===== config.mk =====
export PLATFORM = sky130hd
export DESIGN_NAME = ptosda_arbiter
export DESIGN_NICKNAME = d
export VERILOG_FILES = /design/src/rtl/ptosda_pkg.sv /design/src/rtl/ptosda_arbiter_rr.sv /design/src/rtl/ptosda_arbiter.sv
export SDC_FILE = /design/constraint.sdc
export NUM_CORES = 1
export LEC_CHECK = 0
export ABC_AREA = 1
export CORE_ASPECT_RATIO = 0.7
export CORE_MARGIN = 2
export CORE_UTILIZATION = 42
export CTS_BUF_LIST = sky130_fd_sc_hd__clkbuf_16
export CTS_CLUSTER_SIZE = 28
export DETAILED_ROUTE_END_ITERATION = 10
export PLACE_DENSITY_LB_ADDON = 0.1
export RECOVER_POWER = 100
export SYNTH_ARGS = -nofsm -noshare
export SYNTH_HDL_FRONTEND = slang
export SYNTH_SLANG_ARGS = --single-unit

===== constraint.sdc =====
create_clock -name sclk -period 3.8 [get_ports sclk]
set_input_delay 0.76 -clock sclk [delete_from_list [all_inputs] [get_ports sclk]]
set_output_delay 0.76 -clock sclk [all_outputs]
set_load 0.1 [all_outputs]

===== src/rtl/ptosda_pkg.sv =====
// Shared types and helpers for the parallel-to-serial SDA arbiter.
package ptosda_pkg;

   // Transaction phases of the arbiter FSM
   typedef enum logic [1:0] {
      IDLE    = 2'd0,
      WAIT_HI = 2'd1,
      WAIT_LO = 2'd2,
      DONE    = 2'd3
   } state_t;

   // Serializer word width
   localparam int DW_DEF  = 4;

   // Largest requester count the helpers below support
   localparam int MAX_REQ = 8;

   // Index of the set bit in a one-hot vector (0 when the vector is empty)
   function automatic logic [2:0] onehot2idx(input logic [MAX_REQ-1:0] oh);
      logic [2:0] idx;
      idx = '0;
      for (int i = 0; i < MAX_REQ; i++) begin
         if (oh[i]) idx = idx | 3'(i);
      end
      return idx;
   endfunction

endpackage


===== src/rtl/ptosda_arbiter_rr.sv =====
// Combinational round-robin picker: first set request at or after ptr, with wrap.
module rr_arbiter #(
   parameter int N_REQ = 4,
   parameter int PW    = 2
) (
   input  logic [N_REQ-1:0] req,
   input  logic [PW-1:0]    ptr,
   output logic [N_REQ-1:0] winner
);

   logic [2*N_REQ-1:0] dbl;
   logic [2*N_REQ-1:0] mask;
   logic [2*N_REQ-1:0] masked;
   logic               found;

   // Duplicate req, mask off positions below ptr, take the lowest survivor
   always_comb begin
      dbl    = {req, req};
      mask   = {(2*N_REQ){1'b1}} << ptr;
      masked = dbl & mask;
      winner = '0;
      found  = 1'b0;
      for (int i = 0; i < 2*N_REQ; i++) begin
         if (!found && masked[i]) begin
            found              = 1'b1;
            winner[i % N_REQ]  = 1'b1;
         end
      end
   end

endmodule


===== src/rtl/ptosda_arbiter.sv =====
// Round-robin sharing of one SDA/SCL serializer among N_REQ word sources.
module ptosda_arbiter
   import ptosda_pkg::*;
#(
   parameter int N_REQ   = 4,
   parameter int DW      = DW_DEF,
   parameter int TIMEOUT = 64
) (
   input  logic                sclk,
   input  logic                rst,
   input  logic [N_REQ-1:0]    req,
   input  logic [N_REQ*DW-1:0] req_data,
   output logic [N_REQ-1:0]    gnt,
   output logic [N_REQ-1:0]    done,
   input  logic                ser_ack,
   output logic [DW-1:0]       ser_data,
   output logic                busy,
   output logic                timeout_err
);

   localparam int PW = $clog2(N_REQ);
   localparam int CW = $clog2(TIMEOUT);
   localparam logic [CW-1:0] CNT_MAX = CW'(TIMEOUT - 1);

   state_t               state;
   logic [PW-1:0]        ptr;
   logic [CW-1:0]        cnt;
   logic [N_REQ-1:0]     win;
   logic [DW-1:0]        sel_data;
   logic [MAX_REQ-1:0]   gnt8;
   logic [2:0]           own_idx;
   logic [PW-1:0]        ptr_adv;

   rr_arbiter #(
      .N_REQ (N_REQ),
      .PW    (PW)
   ) u_rr (
      .req    (req),
      .ptr    (ptr),
      .winner (win)
   );

   // Word of the current round-robin winner
   always_comb begin
      sel_data = '0;
      for (int i = 0; i < N_REQ; i++) begin
         if (win[i]) sel_data = sel_data | req_data[i*DW +: DW];
      end
   end

   // Pointer value just past the current owner, wrapping at N_REQ
   always_comb begin
      gnt8             = '0;
      gnt8[N_REQ-1:0]  = gnt;
      own_idx          = onehot2idx(gnt8);
      if (int'(own_idx) == N_REQ - 1) ptr_adv = '0;
      else                             ptr_adv = PW'(own_idx) + PW'(1);
   end

   // Transaction FSM with registered grant, data, pulses and phase timeout
   always_ff @(posedge sclk or negedge rst) begin
      if (!rst) begin
         state       <= IDLE;
         ptr         <= '0;
         cnt         <= '0;
         gnt         <= '0;
         done        <= '0;
         ser_data    <= '0;
         busy        <= 1'b0;
         timeout_err <= 1'b0;
      end else begin
         done        <= '0;
         timeout_err <= 1'b0;
         case (state)
            IDLE: begin
               if (|win) begin
                  ser_data <= sel_data;
                  gnt      <= win;
                  cnt      <= '0;
                  busy     <= 1'b1;
                  state    <= WAIT_HI;
               end
            end
            WAIT_HI: begin
               if (ser_ack) begin
                  cnt   <= '0;
                  state <= WAIT_LO;
               end else if (cnt == CNT_MAX) begin
                  timeout_err <= 1'b1;
                  gnt         <= '0;
                  ptr         <= ptr_adv;
                  busy        <= 1'b0;
                  state       <= IDLE;
               end else begin
                  cnt <= cnt + CW'(1);
               end
            end
            WAIT_LO: begin
               if (!ser_ack) begin
                  // Serializer has latched the word: hand done to the owner
                  done  <= gnt;
                  gnt   <= '0;
                  ptr   <= ptr_adv;
                  state <= DONE;
               end else if (cnt == CNT_MAX) begin
                  timeout_err <= 1'b1;
                  gnt         <= '0;
                  ptr         <= ptr_adv;
                  busy        <= 1'b0;
                  state       <= IDLE;
               end else begin
                  cnt <= cnt + CW'(1);
               end
            end
            DONE: begin
               busy  <= 1'b0;
               state <= IDLE;
            end
            default: begin
               busy  <= 1'b0;
               state <= IDLE;
            end
         endcase
      end
   end

endmodule


==> flow_results.xml <==
<?xml version="1.0" encoding="UTF-8"?>
<metrics>
  <group name="route">
    <metric name="antenna_left" unit="">0</metric>
    <metric name="dr_drc_count" unit="">0</metric>
    <metric name="drt_wl_total" unit="um">3750</metric>
    <metric name="drt_first_pass_iters" unit="">4</metric>
    <metric name="route.detailed.vias_per_inst" unit="">4.92</metric>
    <metric name="drt_iter0_markers" unit="">151</metric>
    <metric name="drt-wirelength-per-cell" unit="um">11.8</metric>
    <metric name="via_count" unit="">1559</metric>
  </group>
  <group name="place">
    <metric name="placed_cells_incl_taps" unit="">314</metric>
    <metric name="port-buffer-count" unit="">36</metric>
    <metric name="gp_routability_congestion" unit="">0.793</metric>
    <metric name="place.detailed.hpwl" unit="um">2980</metric>
  </group>
  <group name="timing">
    <metric name="post-route-period-util" unit="%">75.5</metric>
    <metric name="fmax" unit="MHz">348</metric>
    <metric name="finClkSkew" unit="ns">0.00141</metric>
    <metric name="timing.final.crit_period" unit="ns">2.87</metric>
    <metric name="final_max_slew_viol_count" unit="">0</metric>
    <metric name="finalHoldViolations" unit="">0</metric>
    <metric name="fin_tns_setup" unit="ns">0</metric>
    <metric name="rsz0062_at_grt" unit="">false</metric>
    <metric name="tightestPinTransition" unit="ns">1.09</metric>
    <metric name="setup_viol_count_final" unit="">0</metric>
    <metric name="slew-limit-headroom" unit="%">27.4</metric>
  </group>
  <group name="cts">
    <metric name="cts_tree" unit="">yes</metric>
    <metric name="cts.repair_timing.setup_buffer_count" unit="">0</metric>
    <metric name="clock_tree.root_cell" unit="">clkbuf_16</metric>
    <metric name="worstSkewPairLatency" unit="ns">0.25</metric>
    <metric name="holdBufCountCts" unit="">0</metric>
    <metric name="cts.repair.resized" unit="">0</metric>
    <metric name="h_tree_levels" unit="">1</metric>
    <metric name="clock_tree.buffer_depth" unit="">2</metric>
    <metric name="cts_sinks" unit="">24</metric>
    <metric name="cts.reportedPaths.clkPinSlew" unit="ns">0.06</metric>
    <metric name="cts-buffers-inserted" unit="">3</metric>
  </group>
  <group name="logic_synthesis">
    <metric name="prevailing_post_synth_register_cell" unit="">dfrtp_1</metric>
    <metric name="synth_area_per_cell" unit="um2">7.35</metric>
    <metric name="asr_flop_ratio_synth" unit="%">100</metric>
    <metric name="synthesis.yosys.warnings" unit="">0</metric>
    <metric name="seq_area_frac_synth" unit="%">35.4</metric>
    <metric name="syn-cell-area" unit="mm2">0.00170</metric>
    <metric name="post_synth_inst_count" unit="">231</metric>
    <metric name="synth.lib_cells_used.distinct" unit="">30</metric>
    <metric name="synth.ff_latch_count" unit="">24</metric>
    <metric name="post_synth_edffs" unit="">0</metric>
    <metric name="mappedNetlistNets" unit="">260</metric>
  </group>
  <group name="critical_path">
    <metric name="critPathSlowestCell" unit="">o21ai_0</metric>
    <metric name="worst_path_cell_chain" unit="">dlygate4sd3_1 &gt; inv_1 &gt; nand4_1 &gt; o21ai_0 &gt; nor2_4 &gt; nand3_4 &gt; nand2_1 &gt; nand2_1 &gt; nand2_1</metric>
    <metric name="end_kind" unit="">flip-flop</metric>
    <metric name="worstSetupStartpointType" unit="">input port</metric>
    <metric name="critical_path_arrival" unit="ns">3.01</metric>
    <metric name="timing.critical_path.mode_cell" unit="">nand2_1</metric>
    <metric name="critical_path.max_fanout" unit="">17</metric>
    <metric name="worst_ep_required_time" unit="ns">3.94</metric>
    <metric name="timing.critical_path.slowest_cell_delay" unit="ns">0.72</metric>
    <metric name="type_of_the_worst_setup_path" unit="">in -&gt; reg</metric>
  </group>
  <group name="power_and_ir_drop">
    <metric name="post-layout-total-power" unit="mW">1.55</metric>
    <metric name="peakVddDrop" unit="V">0.000444</metric>
    <metric name="pwr_density_cell" unit="mW/mm2">730</metric>
    <metric name="p_leak" unit="nW">1.10</metric>
  </group>
  <group name="floorplan">
    <metric name="placementRows" unit="">19</metric>
    <metric name="floorplan.die.height" unit="um">57.2</metric>
    <metric name="ioPinCount" unit="">37</metric>
    <metric name="core-area" unit="mm2">0.00390</metric>
    <metric name="chip_width" unit="um">80.0</metric>
    <metric name="start_util" unit="%">43.5</metric>
    <metric name="die_area" unit="mm2">0.00458</metric>
  </group>
  <group name="flow_run">
    <metric name="number_of_max_cap_violations" unit="">0</metric>
  </group>
  <group name="global_route">
    <metric name="globalRouteMet3Util" unit="%">4.27</metric>
    <metric name="globalRoute.busiestLayer" unit="">met1</metric>
    <metric name="antenna_violations_before_repair" unit="">0</metric>
    <metric name="globalRouteTotalUtil" unit="%">18.0</metric>
    <metric name="grt_overflow_total" unit="">0</metric>
    <metric name="maximum_number_of_pins_on_one_net_before_global_route_repair" unit="">25</metric>
    <metric name="groute.layer.met2.usage" unit="%">24.6</metric>
    <metric name="first_global_vias" unit="">1410</metric>
    <metric name="global_route.usage.met1" unit="%">28.9</metric>
    <metric name="grt_pass1_wl" unit="um">6480</metric>
  </group>
  <group name="finish">
    <metric name="number_of_fill_cells" unit="">370</metric>
    <metric name="ff_latch_area" unit="um2">601</metric>
    <metric name="layoutNonFillerInstCount" unit="">317</metric>
    <metric name="post_route_cells_drive_above_1_share" unit="%">7.92</metric>
    <metric name="multiInputGateArea" unit="um2">935</metric>
    <metric name="antenna_cells_inserted" unit="">0</metric>
    <metric name="flow.area_growth_from_synthesis" unit="%">25.2</metric>
    <metric name="final_nets" unit="">296</metric>
  </group>
  <group name="min_path">
    <metric name="worstHoldPathType" unit="">reg -&gt; reg</metric>
  </group>
  <group name="status">
    <metric name="outcome" unit="">completed</metric>
  </group>
</metrics>
-- sequential cells by signal, indices dropped and copies added, names as in the netlist --
name,cells
cnt,6
done,4
gnt,4
ser_data,4
ptr,2
state,2
busy,1
timeout_err,1
-- cell type report --
cell class | count | share of cell area (%)
tap | 52 | 3.06
timing repair buffer | 36 | 17.0
inverter | 24 | 4.24
multi-input combinational | 178 | 44.0
sequential | 24 | 28.3
clock buffer | 3 | 3.53
-- worst max-delay path: cells and delay by family --
| kind | cells | cell delay, ns |
|---|---|---|
| AO/OA/AOI/OAI | 1 | 0.72 |
| AND/OR/NAND/NOR | 6 | 0.82 |
| buffers and inverters | 2 | 0.71 |
-- cells by family after synthesis --
group	Yosys count	share of synthesized area [%]
compound gates	23	9.87
buf+inv	29	7.74
simple gates	148	42.1
flops	24	35.4
xor+xnor	1	0.516
fa+ha+maj	6	4.42
-- metrics by stage --
stage / area (um2) / utilization [%] / worst slack (ns) / hold WS (ns)
floorplan: 1700 / - / 2.04 / 0.442
global placement: 2080 / 53.4 / 1.38 / 0.457
detailed placement: 2080 / 53.4 / 1.34 / 0.470
CTS: 2160 / 55.3 / 1.15 / 0.487
global route: 2130 / 54.5 / 0.711 / 0.497
finish: 2130 / 54.5 / 0.930 / 0.474
-- routing by layer --
metal	part of all wire, %	up-vias
met1	56	712
met3	3.8	4
met5	0	-
li1	-	817
met2	40	26
met4	0.56	0
-- synth_stat cells (2+ instances only) --
cell type | instances | share of area, %
nand3_2 | 3 | 1.8
nor2_1 | 15 | 3.3
nand2_1 | 85 | 19
nand3_1 | 19 | 5.6
nand4_1 | 11 | 4.1
nor2_2 | 2 | 0.74
a21oi_1 | 9 | 2.7
nand2_2 | 5 | 1.8
buf_2 | 3 | 0.88
nor2_4 | 3 | 2.0
ha_1 | 6 | 4.4
inv_1 | 22 | 4.9
o21bai_4 | 2 | 2.2
o21ai_0 | 7 | 2.1
dfrtp_1 | 24 | 35
-- placed cells by master, fill, tap and decap left out --
| cell type | instances |
|---|---|
| o31ai_1 | 1 |
| nand3_4 | 1 |
| nand4_1 | 12 |
| inv_1 | 23 |
| o21ai_0 | 8 |
| a21oi_1 | 9 |
| a211oi_2 | 1 |
| nand3_1 | 19 |
| nor2_4 | 3 |
| dfrtp_1 | 24 |
| o21bai_4 | 2 |
| nand2_1 | 87 |
| nor2_2 | 2 |
| nand2_2 | 3 |
| a31o_2 | 1 |
| o21ai_1 | 1 |
| nand3_2 | 3 |
| xnor2_1 | 1 |
| clkdlybuf4s50_1 | 19 |
| clkinv_1 | 1 |
| dlygate4sd3_1 | 17 |
| nand2_4 | 1 |
| nor3_1 | 1 |
| nand4_2 | 1 |
| clkbuf_16 | 3 |
| ha_1 | 6 |
| nor2_1 | 15 |
-- where the power goes --
part / leakage (nW) / switching [mW] / internal, mW / total (mW)
sequential: 0.318 / 0.0620 / 0.324 / 0.386
clock: 0.0370 / 0.0818 / 0.139 / 0.221
combinational: 0.742 / 0.684 / 0.261 / 0.944
-- final timing paths --
check	startpoint	endpoint	slack (ns)	cells past startpoint
min	ser_data[1]$_DFFE_PN0P_	ser_data[1]$_DFFE_PN0P_	0.47	2
min in group asynchronous	rst	done[3]$_DFF_PN0_	1.16	1
max	req[0]	cnt[1]$_DFFE_PN0P_	0.93	9
min reg2reg	ser_data[1]$_DFFE_PN0P_	ser_data[1]$_DFFE_PN0P_	0.47	2
max reg2reg	ptr[0]$_DFFE_PN0P_	cnt[1]$_DFFE_PN0P_	1.62	9
max in group asynchronous	rst	busy$_DFFE_PN0P_	1.99	1
No activity file was read; power rests on OpenSTA's default activity.
